**src/rtl/irq_pkg.sv**
```systemverilog
// rtl/irq_pkg.sv - shared parameters and FSM encoding for the interrupt controller
package irq_pkg;

    localparam int NUM_SRC_DEF = 4;
    localparam int VEC_W_DEF   = 2;

    typedef enum logic [1:0] {
        ST_IDLE    = 2'd0,
        ST_REQ     = 2'd1,
        ST_SERVICE = 2'd2
    } irq_state_e;

endpackage

```
**src/rtl/irq_prio_enc.sv**
```systemverilog
// rtl/irq_prio_enc.sv - fixed-priority encoder, lowest set bit wins
module irq_prio_enc
    import irq_pkg::*;
#(
    parameter int NUM_SRC = NUM_SRC_DEF,
    parameter int VEC_W   = VEC_W_DEF
) (
    input  logic [NUM_SRC-1:0] req_i,
    output logic               valid_o,
    output logic [VEC_W-1:0]   index_o
);

    always_comb begin
        valid_o = |req_i;
        index_o = '0;
        // Scan downward so the lowest asserted index is the last one written.
        for (int i = NUM_SRC - 1; i >= 0; i--) begin
            if (req_i[i]) begin
                index_o = VEC_W'(i);
            end
        end
    end

endmodule

```
**src/rtl/interrupt_controller.sv**
```systemverilog
// rtl/interrupt_controller.sv - pending/mask/overrun registers and IDLE/REQ/SERVICE handshake FSM
module interrupt_controller
    import irq_pkg::*;
#(
    parameter int NUM_SRC = NUM_SRC_DEF,
    parameter int VEC_W   = VEC_W_DEF
) (
    input  logic               iCLK,
    input  logic               iRST,
    input  logic [NUM_SRC-1:0] iIrq,
    input  logic               iMaskWr,
    input  logic [NUM_SRC-1:0] iMaskData,
    input  logic               iAck,
    input  logic               iEoi,
    input  logic               iOvrClr,
    output logic               oIRQ,
    output logic [VEC_W-1:0]   oVector,
    output logic [NUM_SRC-1:0] oPending,
    output logic [NUM_SRC-1:0] oOverrun
);

    irq_state_e         state_q, state_d;
    logic [NUM_SRC-1:0] pending_q, pending_d;
    logic [NUM_SRC-1:0] mask_q, mask_d;
    logic [NUM_SRC-1:0] overrun_q, overrun_d;
    logic [VEC_W-1:0]   vector_q, vector_d;
    logic               irq_q, irq_d;

    logic               elig_valid;
    logic [VEC_W-1:0]   elig_idx;
    logic               ack_fire;
    logic [NUM_SRC-1:0] ack_vec;

    irq_prio_enc #(
        .NUM_SRC (NUM_SRC),
        .VEC_W   (VEC_W)
    ) u_prio_enc (
        .req_i   (pending_q & mask_q),
        .valid_o (elig_valid),
        .index_o (elig_idx)
    );

    always_comb begin
        state_d  = state_q;
        vector_d = vector_q;
        ack_fire = 1'b0;
        case (state_q)
            ST_IDLE: begin
                if (elig_valid) begin
                    state_d  = ST_REQ;
                    vector_d = elig_idx;
                end
            end
            ST_REQ: begin
                // Masking the latched source withdraws the request without touching pending.
                if (!mask_q[vector_q]) begin
                    state_d = ST_IDLE;
                end else if (iAck) begin
                    state_d  = ST_SERVICE;
                    ack_fire = 1'b1;
                end
            end
            ST_SERVICE: begin
                if (iEoi) begin
                    state_d = ST_IDLE;
                end
            end
            default: begin
                state_d = ST_IDLE;
            end
        endcase
        irq_d = (state_d == ST_REQ);
    end

    // A request arriving on the acknowledged source in the ack cycle re-arms it cleanly.
    always_comb begin
        ack_vec   = ack_fire ? (NUM_SRC'(1) << vector_q) : '0;
        pending_d = (pending_q & ~ack_vec) | iIrq;
        overrun_d = (iOvrClr ? '0 : overrun_q) | (iIrq & pending_q & ~ack_vec);
        mask_d    = iMaskWr ? iMaskData : mask_q;
    end

    always_ff @(posedge iCLK) begin
        if (iRST) begin
            state_q   <= ST_IDLE;
            pending_q <= '0;
            mask_q    <= '1;
            overrun_q <= '0;
            vector_q  <= '0;
            irq_q     <= 1'b0;
        end else begin
            state_q   <= state_d;
            pending_q <= pending_d;
            mask_q    <= mask_d;
            overrun_q <= overrun_d;
            vector_q  <= vector_d;
            irq_q     <= irq_d;
        end
    end

    assign oIRQ     = irq_q;
    assign oVector  = vector_q;
    assign oPending = pending_q;
    assign oOverrun = overrun_q;

endmodule

```
**config.mk**
```make
export PLATFORM = sky130hd
export DESIGN_NAME = interrupt_controller
export DESIGN_NICKNAME = d
export VERILOG_FILES = /design/src/rtl/irq_pkg.sv /design/src/rtl/irq_prio_enc.sv /design/src/rtl/interrupt_controller.sv
export SDC_FILE = /design/constraint.sdc
export NUM_CORES = 1
export LEC_CHECK = 0
export ABC_AREA = 1
export BUFFER_PORTS_ARGS = -buffer_cell sky130_fd_sc_hd__buf_2
export CORE_MARGIN = 1
export CORE_UTILIZATION = 39
export CTS_CLUSTER_SIZE = 25
export DETAILED_ROUTE_END_ITERATION = 6
export HOLD_SLACK_MARGIN = 0.06
export PLACE_DENSITY = 0.76
export SLEW_MARGIN = 25
export SYNTH_ARGS = -nofsm -noshare
export SYNTH_HDL_FRONTEND = slang
export SYNTH_SLANG_ARGS = --single-unit
```
**constraint.sdc**
```tcl
create_clock -name iCLK -period 1.85 [get_ports iCLK]
set_clock_uncertainty 0.2 [all_clocks]
set_input_delay 0.2775 -clock iCLK [delete_from_list [all_inputs] [get_ports iCLK]]
set_output_delay 0.2775 -clock iCLK [all_outputs]
set_load 0.1 [all_outputs]
```
# ---- After elaboration in Yosys (flattened, before gate mapping)
# Index checks and enable logic that the tools add are counted.
dict set report word_totals {
  regBits 17
  out_inout_bits 11
  wordCells 37
}
dict set report op_classes {
  magnitude_cmp 1
  eq_ne 3
  n_shift 1
  mux 16
  bitwise_logic 7
  reduce_logical 3
}
# op n
set ops {}
lappend ops {{4-bit bitwise AND} 4}
lappend ops {{2-bit 2-to-1 mux} 8}
lappend ops {{4-bit 2-to-1 mux} 2}
lappend ops {{4-bit OR} 2}
lappend ops {{2-bit one-hot mux with 3 select lines} 1}
lappend ops {{2-bit by 1-bit == test with 1-bit output, second input constant} 2}
lappend ops {{1-bit 2-to-1 mux} 4}
lappend ops {{4-bit inverter} 1}
lappend ops {{4-bit OR reduction} 1}
lappend ops {{1-bit by 2-bit left shift with 4-bit output, first input constant} 1}
lappend ops {{2-bit by 3-bit < comparator with 1-bit output, second input constant} 1}
lappend ops {{1-bit binary-select mux with 2-bit select} 1}
lappend ops {{2-bit == test, second input constant} 1}
lappend ops {{2-bit zero test} 1}
lappend ops {{2-bit AND reduction} 1}

# ---- Longest topological paths before layout
dict set report logic_depth {
  ltp_word 8
  ltp_mapped 8
  ltp_nobuf 8
}

# ---- Hierarchy
# From an unflattened synthesis, not the netlist that was laid out.
dict set report hier_totals {
  cells_unflattened 118
  area_unflattened_um2 845.8
}
# module instances cells_per_inst area_each_um2
set modules_own_cells {}
lappend modules_own_cells {interrupt_controller 1 109 799.5}
lappend modules_own_cells {irq_prio_enc 1 9 46.3}

# ---- Worst setup path after synthesis
# Ideal clock, no wire load.
dict set report synth_timing {
  path_type {flip-flop to flip-flop}
  startpoint {register vector_q[0], in the netlist oVector[0]}
  endpoint {register pending_q[0], in the netlist oPending[0]}
  setup_time_ps 139
  arrival_time_ps 1659
  path_slack_ps -148
  stages_incl_launch_ff 8
  path_buffers 0
  period_less_slack_ps 1998
  cell_sequence {dfxtp_1 nand2_1 nand2_1 nand2_2 nand2_4 nand3_2 nand2_1 a21oi_2}
}
dict set report synth_between {
  elab_chain_cells 8
  word_cells_on_any_way 9
}
# element line
set synth_rtl {}
lappend synth_rtl {{from (decl)} interrupt_controller.sv:26} ;# logic [VEC_W-1:0] vector_q, vector_d;
lappend synth_rtl {{from (signal assigned)} interrupt_controller.sv:96} ;# vector_q <= vector_d;
lappend synth_rtl {{1-bit binary-select mux with 2-bit select} interrupt_controller.sv:56} ;# if (!mask_q[vector_q]) begin
lappend synth_rtl {{1-bit 2-to-1 mux (not written as such)} interrupt_controller.sv:56}
lappend synth_rtl {{1-bit 2-to-1 mux} interrupt_controller.sv:56}
lappend synth_rtl {{1-bit 2-to-1 mux} interrupt_controller.sv:47} ;# case (state_q)
lappend synth_rtl {{4-bit 2-to-1 mux *} interrupt_controller.sv:77} ;# ack_vec = ack_fire ? (NUM_SRC'(1) << vector_q) : '0;
lappend synth_rtl {{4-bit inverter *} interrupt_controller.sv:78} ;# pending_d = (pending_q & ~ack_vec) | iIrq;
lappend synth_rtl {{4-bit bitwise AND *} interrupt_controller.sv:78}
lappend synth_rtl {{4-bit OR *} interrupt_controller.sv:78}
lappend synth_rtl {{to (signal assigned)} interrupt_controller.sv:93} ;# pending_q <= pending_d;
lappend synth_rtl {{to (decl)} interrupt_controller.sv:23} ;# logic [NUM_SRC-1:0] pending_q, pending_d;
# Every way passes the cells marked *; elsewhere a longest branch is shown, timed or not. The select of a mux whose other input is x is not followed.
# A chain may end at the register's enable or synchronous reset.

==> reports/metrics.yaml <==
clock_tree:
  h-tree-depth: 1
  cts-resized-gates: 0
  clkLatencyLatePin_ns: 0.29
  tritoncts: "yes"
  cts_buffers: 3
  root_buffer: "clkbuf_4"
  cts.clk_slew.worst_paths_ns: 0.10
  cts_max_path_buffers: 2
  post-cts-setup-buffer-count: 0
  clock_sinks: 17
cells_and_area:
  fin_nets: 167
  syn2layout_area_growth_pct: 38.4
  n_fill_cell: 209
  n_antenna_cell: 0
  finalNonFillerCells: 179
  drive_above_1_share_pct: 30.9
  stdcell_area_um2: 1120
setup_path:
  critPathBufInv: 3
  critical_path_class: "in -> reg"
  reg2reg_from: "state_q[0]"
  crit_chain: "dlygate4sd3_1 > buf_2 > nand2_1 > dlygate4sd3_1 > nand3_1"
  critPathLaunchType: "primary input"
  worstReg2RegEnd: "oOverrun[3]"
  cp_slowest_cell: "dlygate4sd3_1"
  arrival_ns: 1.63
  reg2reg_depth: 6
  worstSetupEndpointType: "register"
  critPathRequiredTime_ns: 1.84
  worst-path-max-fanout: 1
  cpMostUsedCell: "dlygate4sd3_1"
  cpPeakStageDelay_ns: 0.55
  critPathTopFamily: "buffers and inverters"
  reg2reg_slack_ns: 0.45
synth:
  synth_top_area_share_pct: 42.2
  synth.net_count: 126
  synthCells: 112
  yosys.area_share.adder_pct: 0
  synth_compound_area_share_pct: 13.3
  syn_area_per_cell_um2: 7.21
  synth-simple-area-share_pct: 36.1
  synth_flop_cell: "dfxtp_1"
  synth-xor-area-share_pct: 0
  synthMuxAreaShare_pct: 0
  netlist_area_um2: 807
  async_flop_share_pct: 0
  synth_edf_count: 0
  synthTopCellsByArea: "dfxtp_1 (42%), nand2_1 (19%), a21oi_2 (8.7%)"
  synth-seq-area-share_pct: 42.2
  yosysTopAreaCell: "dfxtp_1"
  synth_warnings: 0
  ys_ff_latch: 17
  synth.distinct_cells: 17
  synth_top_family_by_area: "simple AND/OR/NAND/NOR gates"
min_path:
  min-delay-start: "iOvrClr"
  hold_class: "in -> reg"
  hold-path-endpoint: "oOverrun[1]"
  min_path_cells: 4
power_and_ir_drop:
  ir_worst_vdd_mv: 0.470
  p_leak_uw: 0.000564
  pwr_density_cell_nw_per_um2: 864
sta:
  worst_slack_ns: 0.201
  max_slew_margin_pct: 67.8
  layout_min_cycle_time_ns: 1.65
  fmax_mhz: 607
  hold_violations: 0
  worstMarginPinSlew_ns: 0.486
  finalSetupViolations: 0
  fin_setup_tns_ns: 0
  rsz0062_at_grt: "no"
  period_share_pct: 89.1
  drv_slew: 0
drt:
  vias: 860
  drc_errors: 1
  viasPerCell: 4.80
  first_iter_violations: 25
  drt-pass1-iter-count: 6
  final_antenna_net_count: 0
  wire_per_inst_um: 10.9
  totalWireLength_um: 1940
placed_design:
  finalWeightedCongestion: 0.731
  portBuffers: 24
  dp_hpwl_um: 1280
  dpl_worst_slack_ns: 0.475
  dp.cells: 162
  placed_cell_area_um2: 960
floorplanning:
  start_util_pct: 41.1
  die_y_um: 47.5
  fp-row-count: 16
  core_area_um2: 1960
  dieArea_um2: 2260
  dieWidth_um: 47.5
  io_pins: 25
outcome:
  status: "finished with violations"
  violations: "design-rule violations"
grt:
  grt_start_max_net_pins: 15
  grt_pass1_vias: 683
  grt-ovfl-total: 0
  grt_pass1_wl_um: 2760
  antenna_found_initial: 0
  track_usage_pct: 18.2
run:
  drv_cap: 0
-- how the worst max path moves through the flow --
stage                       from     endpoint  cells past startpoint
global route         oPending[3]  oPending[3]                      1
floorplan            oPending[0]   oVector[0]                      6
CTS                   oVector[0]   oVector[0]                      1
detailed placement    state_q[0]  oOverrun[3]                      6
finish              iMaskData[1]    mask_q[1]                      5
global placement      state_q[0]  oPending[1]                      6
-- per-layer routing --
layer,track usage (%),part of all wire [%],vias up
li1,-,-,428
met1,21.1,42,389
met2,29.6,50,39
met3,4.91,6.5,4
met4,11.4,1.3,0
met5,0,0,-
-- power breakdown --
| group | internal, µW | total [µW] | switching, µW |
|---|---|---|---|
| combinational | 88.5 | 337 | 248 |
| sequential | 397 | 426 | 28.4 |
| clock | 80.5 | 203 | 123 |
-- cell usage in the layout (no fill, tap or decap), drive strengths merged --
cell	Yosys	final
a211oi	1	1
a21oi	13	13
buf	1	24
clkbuf	0	3
clkinv	0	1
dfxtp	17	17
dlygate4sd3	0	13
inv	17	17
nand2	44	44
nand3	10	10
nand3b	1	1
nor2	6	6
o21ai	1	1
or2	1	1
-- kinds of logic after synthesis --
logic type,after synthesis
DFF,17
buffers and inverters,18
and+or+nand+nor,62
AOI/OAI and AO/OA,15
-- stage by stage --
step,power [µW],hold slack (ns),utilization (%)
floorplan,686,0.140,-
global placement,738,0.262,48.9
detailed placement,746,0.261,48.9
CTS,967,0.0719,57.0
global route,1020,0.0881,57.0
finish,966,0.0776,57.0
-- what timing repair did --
item                                    in CTS  in global routing
hold buffers                                13                  0
endpoints found under the hold margin        9                  0
endpoints found under the setup margin       0                  0
-- worst reg2reg max path, delay by kind of cell, from the launching register on --
kind / cells / cell delay (ns)
compound gates: 1 / 0.06
flops: 1 / 0.35
simple gates: 4 / 0.63
buf+inv: 1 / 0.06
-- layout make-up --
class                      count  area (µm²)  share of cell area (%)
clock buffer                   3        22.5                    2.02
multi-input combinational     77         399                    35.7
sequential                    17         343                    30.7
clock inverter                 1        5.00                   0.448
inverter                      17        63.8                    5.71
timing repair buffer          37         250                    22.4
tap                           27        33.8                    3.02
-- synthesized netlist by cell type (2+ instances only) --
cell     number
nand3_1       6
nand2_1      41
nand3_2       4
nor2_1        5
a21oi_1       5
nand2_2       2
inv_1        16
a21oi_2       8
dfxtp_1      17
-- registers in the layout, indices dropped and copies added (netlist names) --
register  cells
oIRQ          1
mask_q        4
oVector       2
oPending      4
state_q       2
oOverrun      4
Note: power is estimated with default switching activity, not from simulation.
